==> config.mk <==
export PLATFORM = sky130hd
export DESIGN_NAME = enigma_seq_ctrl
export DESIGN_NICKNAME = d
export VERILOG_FILES = /design/src/rtl/enigma_seq_ctrl.sv
export SDC_FILE = /design/constraint.sdc
export NUM_CORES = 1
export LEC_CHECK = 0
export ABC_CLOCK_PERIOD_IN_PS = 4700
export BUFFER_PORTS_ARGS = -buffer_cell sky130_fd_sc_hd__buf_2
export CAP_MARGIN = 5
export CORE_MARGIN = 1
export CORE_UTILIZATION = 53
export CTS_CLUSTER_DIAMETER = 120
export DETAILED_ROUTE_END_ITERATION = 12
export GPL_TIMING_DRIVEN = 0
export PLACE_DENSITY = 0.84
export SYNTH_ARGS = -nofsm -noshare
export SYNTH_HDL_FRONTEND = slang
export SYNTH_SLANG_ARGS = --single-unit
==> constraint.sdc <==
create_clock -name clk -period 4.7 [get_ports clk]
set_input_delay 1.41 -clock clk [delete_from_list [all_inputs] [get_ports clk]]
set_output_delay 1.41 -clock clk [all_outputs]
set_load 0.02 [all_outputs]
==> src/rtl/enigma_seq_ctrl.sv <==
// rtl/enigma_seq_ctrl.sv - Enigma keypress sequencer: rotor stepping and seven-pass substitution control.
// Optional feature: define ENIGMA_DOUBLE_STEP_EN for the historical rotor-1 double step.
module enigma_seq_ctrl #(
  parameter int NOTCH0 = 17,
  parameter int NOTCH1 = 5
) (
  input  logic       clk,
  input  logic       rst,
  input  logic       key_valid,
  input  logic [4:0] key_code,
  output logic       key_ready,
  output logic       out_valid,
  output logic [4:0] out_code,
  input  logic       out_ready,
  input  logic       pos_load,
  input  logic [4:0] pos_load_val0,
  input  logic [4:0] pos_load_val1,
  input  logic [4:0] pos_load_val2,
  output logic [4:0] pos0,
  output logic [4:0] pos1,
  output logic [4:0] pos2,
  output logic [2:0] perm_sel,
  output logic [4:0] perm_in,
  input  logic [4:0] perm_out
);

  typedef enum logic [3:0] {
    IDLE, STEP, F0, F1, F2, REFL, B2, B1, B0, DONE
  } state_t;

  state_t     state;
  state_t     pass_next;
  logic [4:0] d;
  logic       err;

  function automatic logic [4:0] add26(input logic [4:0] a, input logic [4:0] k);
    logic [5:0] s;
    s = {1'b0, a} + {1'b0, k};
    if (s > 6'd26) s = s - 6'd26;
    return s[4:0];
  endfunction

  function automatic logic [4:0] sub26(input logic [4:0] a, input logic [4:0] k);
    logic [5:0] s;
    if (a > k) s = {1'b0, a} - {1'b0, k};
    else       s = {1'b0, a} + 6'd26 - {1'b0, k};
    return s[4:0];
  endfunction

  function automatic logic [4:0] coerce(input logic [4:0] v);
    return (v == 5'd0 || v > 5'd26) ? 5'd1 : v;
  endfunction

  function automatic logic [4:0] inc26(input logic [4:0] p);
    return (p == 5'd26) ? 5'd1 : p + 5'd1;
  endfunction

  function automatic logic [2:0] sel_of(input state_t s);
    case (s)
      F0:      return 3'd0;
      F1:      return 3'd1;
      F2:      return 3'd2;
      REFL:    return 3'd3;
      B2:      return 3'd4;
      B1:      return 3'd5;
      B0:      return 3'd6;
      default: return 3'd7;
    endcase
  endfunction

  // Stepping decisions use pre-step positions.
  logic       adv1, adv2;
  logic [4:0] pos0_nx, pos1_nx, pos2_nx;
  always_comb begin
`ifdef ENIGMA_DOUBLE_STEP_EN
    adv1 = (pos0 == 5'(NOTCH0)) || (pos1 == 5'(NOTCH1));
`else
    adv1 = (pos0 == 5'(NOTCH0));
`endif
    adv2    = adv1 && (pos1 == 5'(NOTCH1));
    pos0_nx = inc26(pos0);
    pos1_nx = adv1 ? inc26(pos1) : pos1;
    pos2_nx = adv2 ? inc26(pos2) : pos2;
  end

  logic [4:0] cur_p, nxt_p, d_pass, perm_in_nx, step_in;
  logic       bad;
  always_comb begin
    case (state)
      F0:      pass_next = F1;
      F1:      pass_next = F2;
      F2:      pass_next = REFL;
      REFL:    pass_next = B2;
      B2:      pass_next = B1;
      B1:      pass_next = B0;
      default: pass_next = DONE;
    endcase
    case (state)
      F1, B1:  cur_p = pos1;
      F2, B2:  cur_p = pos2;
      default: cur_p = pos0;
    endcase
    case (pass_next)
      F1, B1:  nxt_p = pos1;
      F2, B2:  nxt_p = pos2;
      default: nxt_p = pos0;
    endcase
    bad        = (perm_out == 5'd0) || (perm_out > 5'd26);
    d_pass     = (state == REFL) ? perm_out : sub26(perm_out, cur_p - 5'd1);
    perm_in_nx = (pass_next == REFL) ? d_pass : add26(d_pass, nxt_p - 5'd1);
    step_in    = add26(d, pos0_nx - 5'd1);
  end

  assign key_ready = (state == IDLE) && !pos_load;

  always_ff @(posedge clk) begin
    if (rst) begin
      state     <= IDLE;
      pos0      <= 5'd1;
      pos1      <= 5'd1;
      pos2      <= 5'd1;
      d         <= 5'd0;
      err       <= 1'b0;
      out_valid <= 1'b0;
      out_code  <= 5'd0;
      perm_sel  <= 3'd7;
      perm_in   <= 5'd0;
    end else begin
      case (state)
        IDLE: begin
          if (pos_load) begin
            pos0 <= coerce(pos_load_val0);
            pos1 <= coerce(pos_load_val1);
            pos2 <= coerce(pos_load_val2);
          end else if (key_valid) begin
            d   <= key_code;
            err <= 1'b0;
            if (key_code >= 5'd1 && key_code <= 5'd26) begin
              state <= STEP;
            end else begin
              state     <= DONE;
              out_valid <= 1'b1;
              out_code  <= 5'd0;
            end
          end
        end
        STEP: begin
          pos0     <= pos0_nx;
          pos1     <= pos1_nx;
          pos2     <= pos2_nx;
          state    <= F0;
          perm_sel <= 3'd0;
          perm_in  <= step_in;
        end
        F0, F1, F2, REFL, B2, B1, B0: begin
          d     <= d_pass;
          err   <= err | bad;
          state <= pass_next;
          if (pass_next == DONE) begin
            perm_sel  <= 3'd7;
            perm_in   <= 5'd0;
            out_valid <= 1'b1;
            out_code  <= (err | bad) ? 5'd0 : d_pass;
          end else begin
            perm_sel <= sel_of(pass_next);
            perm_in  <= perm_in_nx;
          end
        end
        DONE: begin
          if (out_ready) begin
            state     <= IDLE;
            out_valid <= 1'b0;
            out_code  <= 5'd0;
          end
        end
        default: state <= IDLE;
      endcase
    end
  end

endmodule

Word level (Yosys, flattened, before mapping)
Index checks and enable logic that the tools add are counted.

Register bits: 39. Latch bits: 0. Bits in writable memories: 0. ROM bits: 0. Bits of input ports: 30. Word-level logic and storage cells: 142. Memories kept: 0.

Add/subtract/negate cells: 13. Multipliers: 0. Divide/modulo/power cells: 0. Magnitude comparators: 9. Eq/ne operators: 30. Shifts and indexed selects: 0. Mux-type cells: 51. Bitwise gates (word level): 1. Reduce and logical (&&, ||, !) cells: 28.

Operator list (count): 5-bit 2-to-1 mux (25); 5-bit one-hot mux with 2 select lines (7); 4-bit by 3-bit == test with 1-bit output, second input constant (8); 4-bit one-hot mux with 6 select lines (1); 3-bit one-hot mux with 7 select lines (1); 5-bit == test, second input constant (4); 5-bit greater-than comparator, second input constant (4); 5-bit zero test (4); 4-bit by 2-bit == test with 1-bit output, second input constant (4); 4-bit == test, second input constant (4); 4-bit 2-to-1 mux (4); 2-bit != test, second input constant (8); 4-bit one-hot mux with 4 select lines (1); 5-bit by 1-bit adder with 5-bit output, second input constant (3); 5-bit one-hot mux with 3 select lines (1); 5-bit by 1-bit subtractor with 5-bit output, second input constant (3); 5-bit by 5-bit adder with 6-bit output (2); 6-bit by 5-bit greater-than comparator with 1-bit output, second input constant (2); 3-bit AND reduction (4); 5-bit subtractor (2); 5-bit subtractor, second input constant (2); 2-bit OR reduction (4); 1-bit 2-to-1 mux (7); 7-bit OR reduction (1); other kinds (19) (26).

Longest topological paths before layout
Word-level depth: 13. Gate-level depth with buffers: 26. Depth with buffers taken out: 24.

Least setup slack after synthesis
OpenSTA, ideal clock, no wires.

Path type: reg2reg. Start: register state[1]. End: register perm_in[2]. Library setup time: 139 ps. Arrival time: 4965 ps. Path slack: -404 ps. Stages on the path, launching flop included: 23. Clock period less this slack: 5104 ps. Cell sequence: dfxtp_1 > clkbuf_1 > inv_1 > nor2_1 > a21oi_1 > a21oi_1 > nand3_1 > xor2_1 > ha_1 > and4_1 > nand2_1 > a211oi_4 > nor3_2 > mux2i_1 > nand2_1 > ha_1 > and3_1 > mux2_1 > a221oi_1 > nand3_1 > a221oi_2 > or2_1 > a41oi_1.

Word-level cells in the longest chain between the ends: 13. Elaborated cells between the ends (all ways): 37.

Ends and longest elaborated chain: start, declared (line 31) `state_t state;`; start signal, assigned (line 158) `state <= pass_next;`; 4-bit by 3-bit == test with 1-bit output or 4-bit by 2-bit == test with 1-bit output (tied branches) (line 89, 98, 129); 2-bit OR reduction (line 98) `case (state)`; 5-bit one-hot mux with 2 select lines (line 98); 5-bit by 1-bit subtractor with 5-bit output (line 109) `d_pass = (state == REFL) ? perm_out : sub26(perm_out, cur_p - 5'd1);`; 5-bit subtractor (tied with other cells) (line 46) `else s = {1'b0, a} + 6'd26 - {1'b0, k};`; 5-bit 2-to-1 mux (line 45) `if (a > k) s = {1'b0, a} - {1'b0, k};`; 5-bit 2-to-1 mux (line 109); 5-bit by 5-bit adder with 6-bit output (line 38) `s = {1'b0, a} + {1'b0, k};`; 5-bit subtractor or 6-bit by 5-bit greater-than comparator with 1-bit output (tied branches) (line 39) `if (s > 6'd26) s = s - 6'd26;`; 5-bit 2-to-1 mux (line 39); 5-bit 2-to-1 mux (line 110) `perm_in_nx = (pass_next == REFL) ? d_pass : add26(d_pass, nxt_p - 5'd1);`; 5-bit 2-to-1 mux (line 159) `if (pass_next == DONE) begin`; 5-bit one-hot mux with 2 select lines (line 129) `case (state)`; end signal, assigned (line 153) `perm_in <= step_in;`; end signal, assigned (line 166) `perm_in <= perm_in_nx;`; end, declared (line 23) `output logic [4:0] perm_in,`.

Parallel ways exist; a longest one is shown, timed or not. A chain may end at the register's enable or synchronous reset.

Worst setup path after layout
Start: register state[2]. End: register perm_in[2].

The elaborated chain is that of the path after synthesis.

==> summary.md <==
| Metric | Value |
|---|---|
| Count of fill cells added during filler insertion | `just under 600` |
| Classification of the worst setup path | `register to register` |
| Setup repair after global routing missed its margin | `yes` |
| Post-route cell area | `0.00525 mm²` |
| Worst Path Required | `4.86 ns` |
| Antenna Nets Post-Route | `0` |
| Total half-perimeter wirelength after legalization and detailed placement | `9340 µm` |
| Post-synthesis simple-gate area fraction | `a little under a quarter` |
| Skew-Pair Late Insertion Delay | `just over 0.3 ns` |
| Utilization of the core after routing | `between 70% and 80%` |
| Maximum number of pins on one net before global-route repair | `13` |
| Area delta synth->final | `30.7%` |
| Highest-count cells in the layout ignoring fill and taps | `buf_2 (60), nand2_1 (53), nor2_1 (49)` |
| Critical path launch point type | `register` |
| Most common cell after layout, fill and taps aside | `buf_2` |
| Post-Syn Area | `0.00402 mm²` |
| Maximum buffer depth of the clock tree | `2` |
| Flip-flop and latch count after synthesis | `39` |
| Clock period minus final worst setup slack | `5.04 ns` |
| Worst setup slack after layout | `-0.343 ns` |
| Failing checks | `negative setup slack` |
| Worst slack on hold paths | `just over 0.5 ns` |
| Detailed Routing Iterations Pass 1 | `5` |
| Top cells by area in the synthesized netlist | `dfxtp_1 (19%), ha_1 (10%), a21oi_1 (5.5%), nand2_1 (5.3%), nor2_1 (5.0%)` |
| Peak clock frequency supported by timing | `0.198 GHz` |
| Critical-path cell list | `buf_6 -> or3b_4 -> and3_4 -> nor2_4 -> nand4_1 -> xnor2_1 -> ha_1 -> and4_1 -> nand2b_1 -> a21oi_4 -> nor3_4 -> nor2_1 -> a21oi_2 -> a21oi_4 -> ha_4 -> inv_4 -> and3_4 -> mux2_4 -> a221oi_4 -> nand3_2 -> a221oi_4 -> or2_1 -> a41oi_2` |
| Number of setup violations in the final report | `4` |
| CP top delay family | `simple AND/OR/NAND/NOR gates` |
| Distinct cells, synth | `76` |
| Number of pins exceeding their max-slew limit in the final report | `0` |
| Post-synthesis area per instance | `7.36 µm²` |
| Antenna violations before repair | `0` |
| Core area | `0.00729 mm²` |
| First-pass GRT wire length | `19800 µm` |
| Crit path DAT | `5.21 ns` |
| Worst clock skew | `0.0136 ns` |
| Share of final-layout standard cells stronger than drive strength 1 | `26.3%` |
| Seq/Total Area, Yosys | `19.4%` |
| Synthesized Nets | `612` |
| Via density | `6.41` |
| Die extent in x | `89.1 µm` |
| Remaining DRCs | `0` |
| Clock Sink Count | `39` |
| Starting DRT DRC Count | `498` |
| Placed cell areas | `0.00454 mm²` |
| Clock tree root driver cell | `clkbuf_8` |
| FFs w/ async S/R, synth | `0%` |
| Library cell occupying the most area in the post-synthesis netlist | `dfxtp_1` |
| Max-slew headroom at the worst pin | `46.3%` |
| Effective utilization at floorplan | `55.1%` |
| Number of hold buffers added after cts | `0` |
| Critical path peak fanout | `5` |
| Hold violation count in the final report | `0` |
| Arithmetic-cell share of the synthesized area counting full adders, half adders and majority gates | `between 10% and 20%` |
| Die footprint | `0.00793 mm²` |
| Slowest cell on crit path | `or3b_4` |
| TritonCTS clock tree | `built` |
| Routability congestion estimate from global placement | `0.930` |
| Max-cap violations | `0` |
| Row count | `31` |
| Num ports | `60` |
| EDFF count, synth | `0` |
| Vias in the first global route | `4125` |
| IO Port Bufs | `59` |
| Leftover overflow at the end of global routing | `0` |
| Xor-xnor portion of the synthesized cell area | `6.76%` |
| H-tree levels | `2` |
| Average wire per cell in the routed design | `18.4 µm` |
| Worst path bufs/invs | `2` |
| Overall track demand over capacity in global routing | `32.7%` |
| Compound-Gate Fraction of Synth Area | `between 30% and 40%` |
| Hold crit path type | `register to register` |
| Leading register cell type out of synthesis | `dfxtp_1` |
| Number of vias in the routed layout | `4780` |
| Crit end category | `register` |
| WL final | `~14000 µm` |
| Net count of the finished layout | `711` |
| Multiplexer share of the synthesized area | `1.78%` |
| Number of warnings reported in the yosys synthesis log | `0` |
| Combinational family with the most area after synthesis | `compound AO/OA/AOI/OAI gates` |
| Cell count after synthesis | `546` |
| Reg clk slew, reported paths | `0.09 ns` |
| Stage delay of the slowest cell on the critical path | `0.37 ns` |
| Transition time at the pin with the least slew margin | `0.806 ns` |
| Area share of the leading cell type in the synthesized netlist | `19.4%` |
| Vert. Die Dim | `89.1 µm` |
| Result of the run | `complete, but fails checks` |
| Number of buffers inserted during clock tree synthesis | `5` |
| Tcrit/Tclk final | `107%` |
==> cell families (layout without fill, tap and decap cells) <==
| kind of cell | Yosys count | count (layout) |
|---|---|---|
| adder cells (fa/ha/maj) | 36 | 36 |
| flip-flops | 39 | 39 |
| AND/OR/NAND/NOR | 197 | 197 |
| other | 0 | 1 |
| AO/OA/AOI/OAI | 178 | 178 |
| XOR/XNOR | 31 | 31 |
| multiplexers | 7 | 7 |
| buffers and inverters | 58 | 158 |
==> cell type report <==
cell class | count | area [µm²] | share of cell area (%)
multi-input cells | 449 | 3400 | 64.8
flip-flops and latches | 39 | 786 | 15.0
repair buffers | 93 | 596 | 11.3
plain buffers | 24 | 129 | 2.45
inverters | 33 | 126 | 2.41
well taps | 99 | 124 | 2.36
clock buffers | 6 | 72.6 | 1.38
clock inverters | 2 | 12.5 | 0.238
diodes | 1 | 2.50 | 0.0477
==> per-stage QoR <==
step | worst slack [ns] | instances | TNS, ns
floorplan | 0.0130 | 546 | 0
global placement | -0.600 | 704 | -1.75
detailed placement | -0.687 | 704 | -2.13
CTS | -0.0528 | 734 | -0.0536
global route | -0.491 | 745 | -1.72
finish | -0.343 | 746 | -1.14
==> registers in the layout, summed over array words and instances (netlist names) <==
signal / count
err: 1
pos1: 5
out_code: 5
perm_sel: 3
perm_in: 5
pos2: 5
pos0: 5
d: 5
state: 4
out_valid: 1
==> synth_stat cells (all sizes together), types with 3 or more instances <==
library cell / number
a211o: 5
a211oi: 8
a21o: 12
a21oi: 45
a221oi: 3
a222oi: 4
a22oi: 10
a311oi: 6
a31o: 3
a31oi: 9
a32o: 3
a41oi: 3
and2: 4
and3: 8
buf: 6
clkbuf: 19
dfxtp: 39
fa: 4
ha: 32
inv: 33
mux2i: 6
nand2: 57
nand2b: 9
nand3: 18
nand4: 3
nand4b: 4
nor2: 54
nor2b: 7
nor3: 15
o211ai: 6
o21ai: 41
o22ai: 4
o31ai: 3
or2: 3
or4: 4
xnor2: 16
xor2: 15
==> worst paths after layout <==
| kind | cells past startpoint | end | from | slack [ns] |
|---|---|---|---|---|
| setup / recovery | 23 | perm_in[2]$_SDFFE_PP0P_ | state[2]$_SDFFE_PP0P_ | -0.34 |
| setup reg to reg | 23 | perm_in[2]$_SDFFE_PP0P_ | state[2]$_SDFFE_PP0P_ | -0.34 |
| hold reg to reg | 2 | out_code[3]$_SDFFE_PP0P_ | out_code[3]$_SDFFE_PP0P_ | 0.51 |
| hold / removal | 2 | out_code[3]$_SDFFE_PP0P_ | out_code[3]$_SDFFE_PP0P_ | 0.51 |
==> worst min-delay path: cells and delay by family (launching register included) <==
family	cells	cell delay, ns
DFF	1	0.32
and+or+nand+nor	1	0.08
AOI/OAI and AO/OA	1	0.07
==> routing by layer <==
metal / share of wire, % / GRT usage, % / vias to the layer above / wire length (µm)
li1: - / - / 2200 / -
met1: 41 / 41.7 / 2232 / 5600
met2: 47 / 55.0 / 292 / 6390
met3: 9.3 / 8.03 / 56 / 1280
met4: 3.3 / 9.52 / 0 / 453
met5: 0 / 0 / - / 0
==> repair_timing <==
item / CTS / global route
endpoints found under the setup margin: 4 / 4
resized for setup: 39 / 28
buffers inserted: 22 / 12
pin swaps: 29 / 27
Power is not shown: default switching activity piles up to over one toggle a cycle in this logic, so the estimate is an artifact.
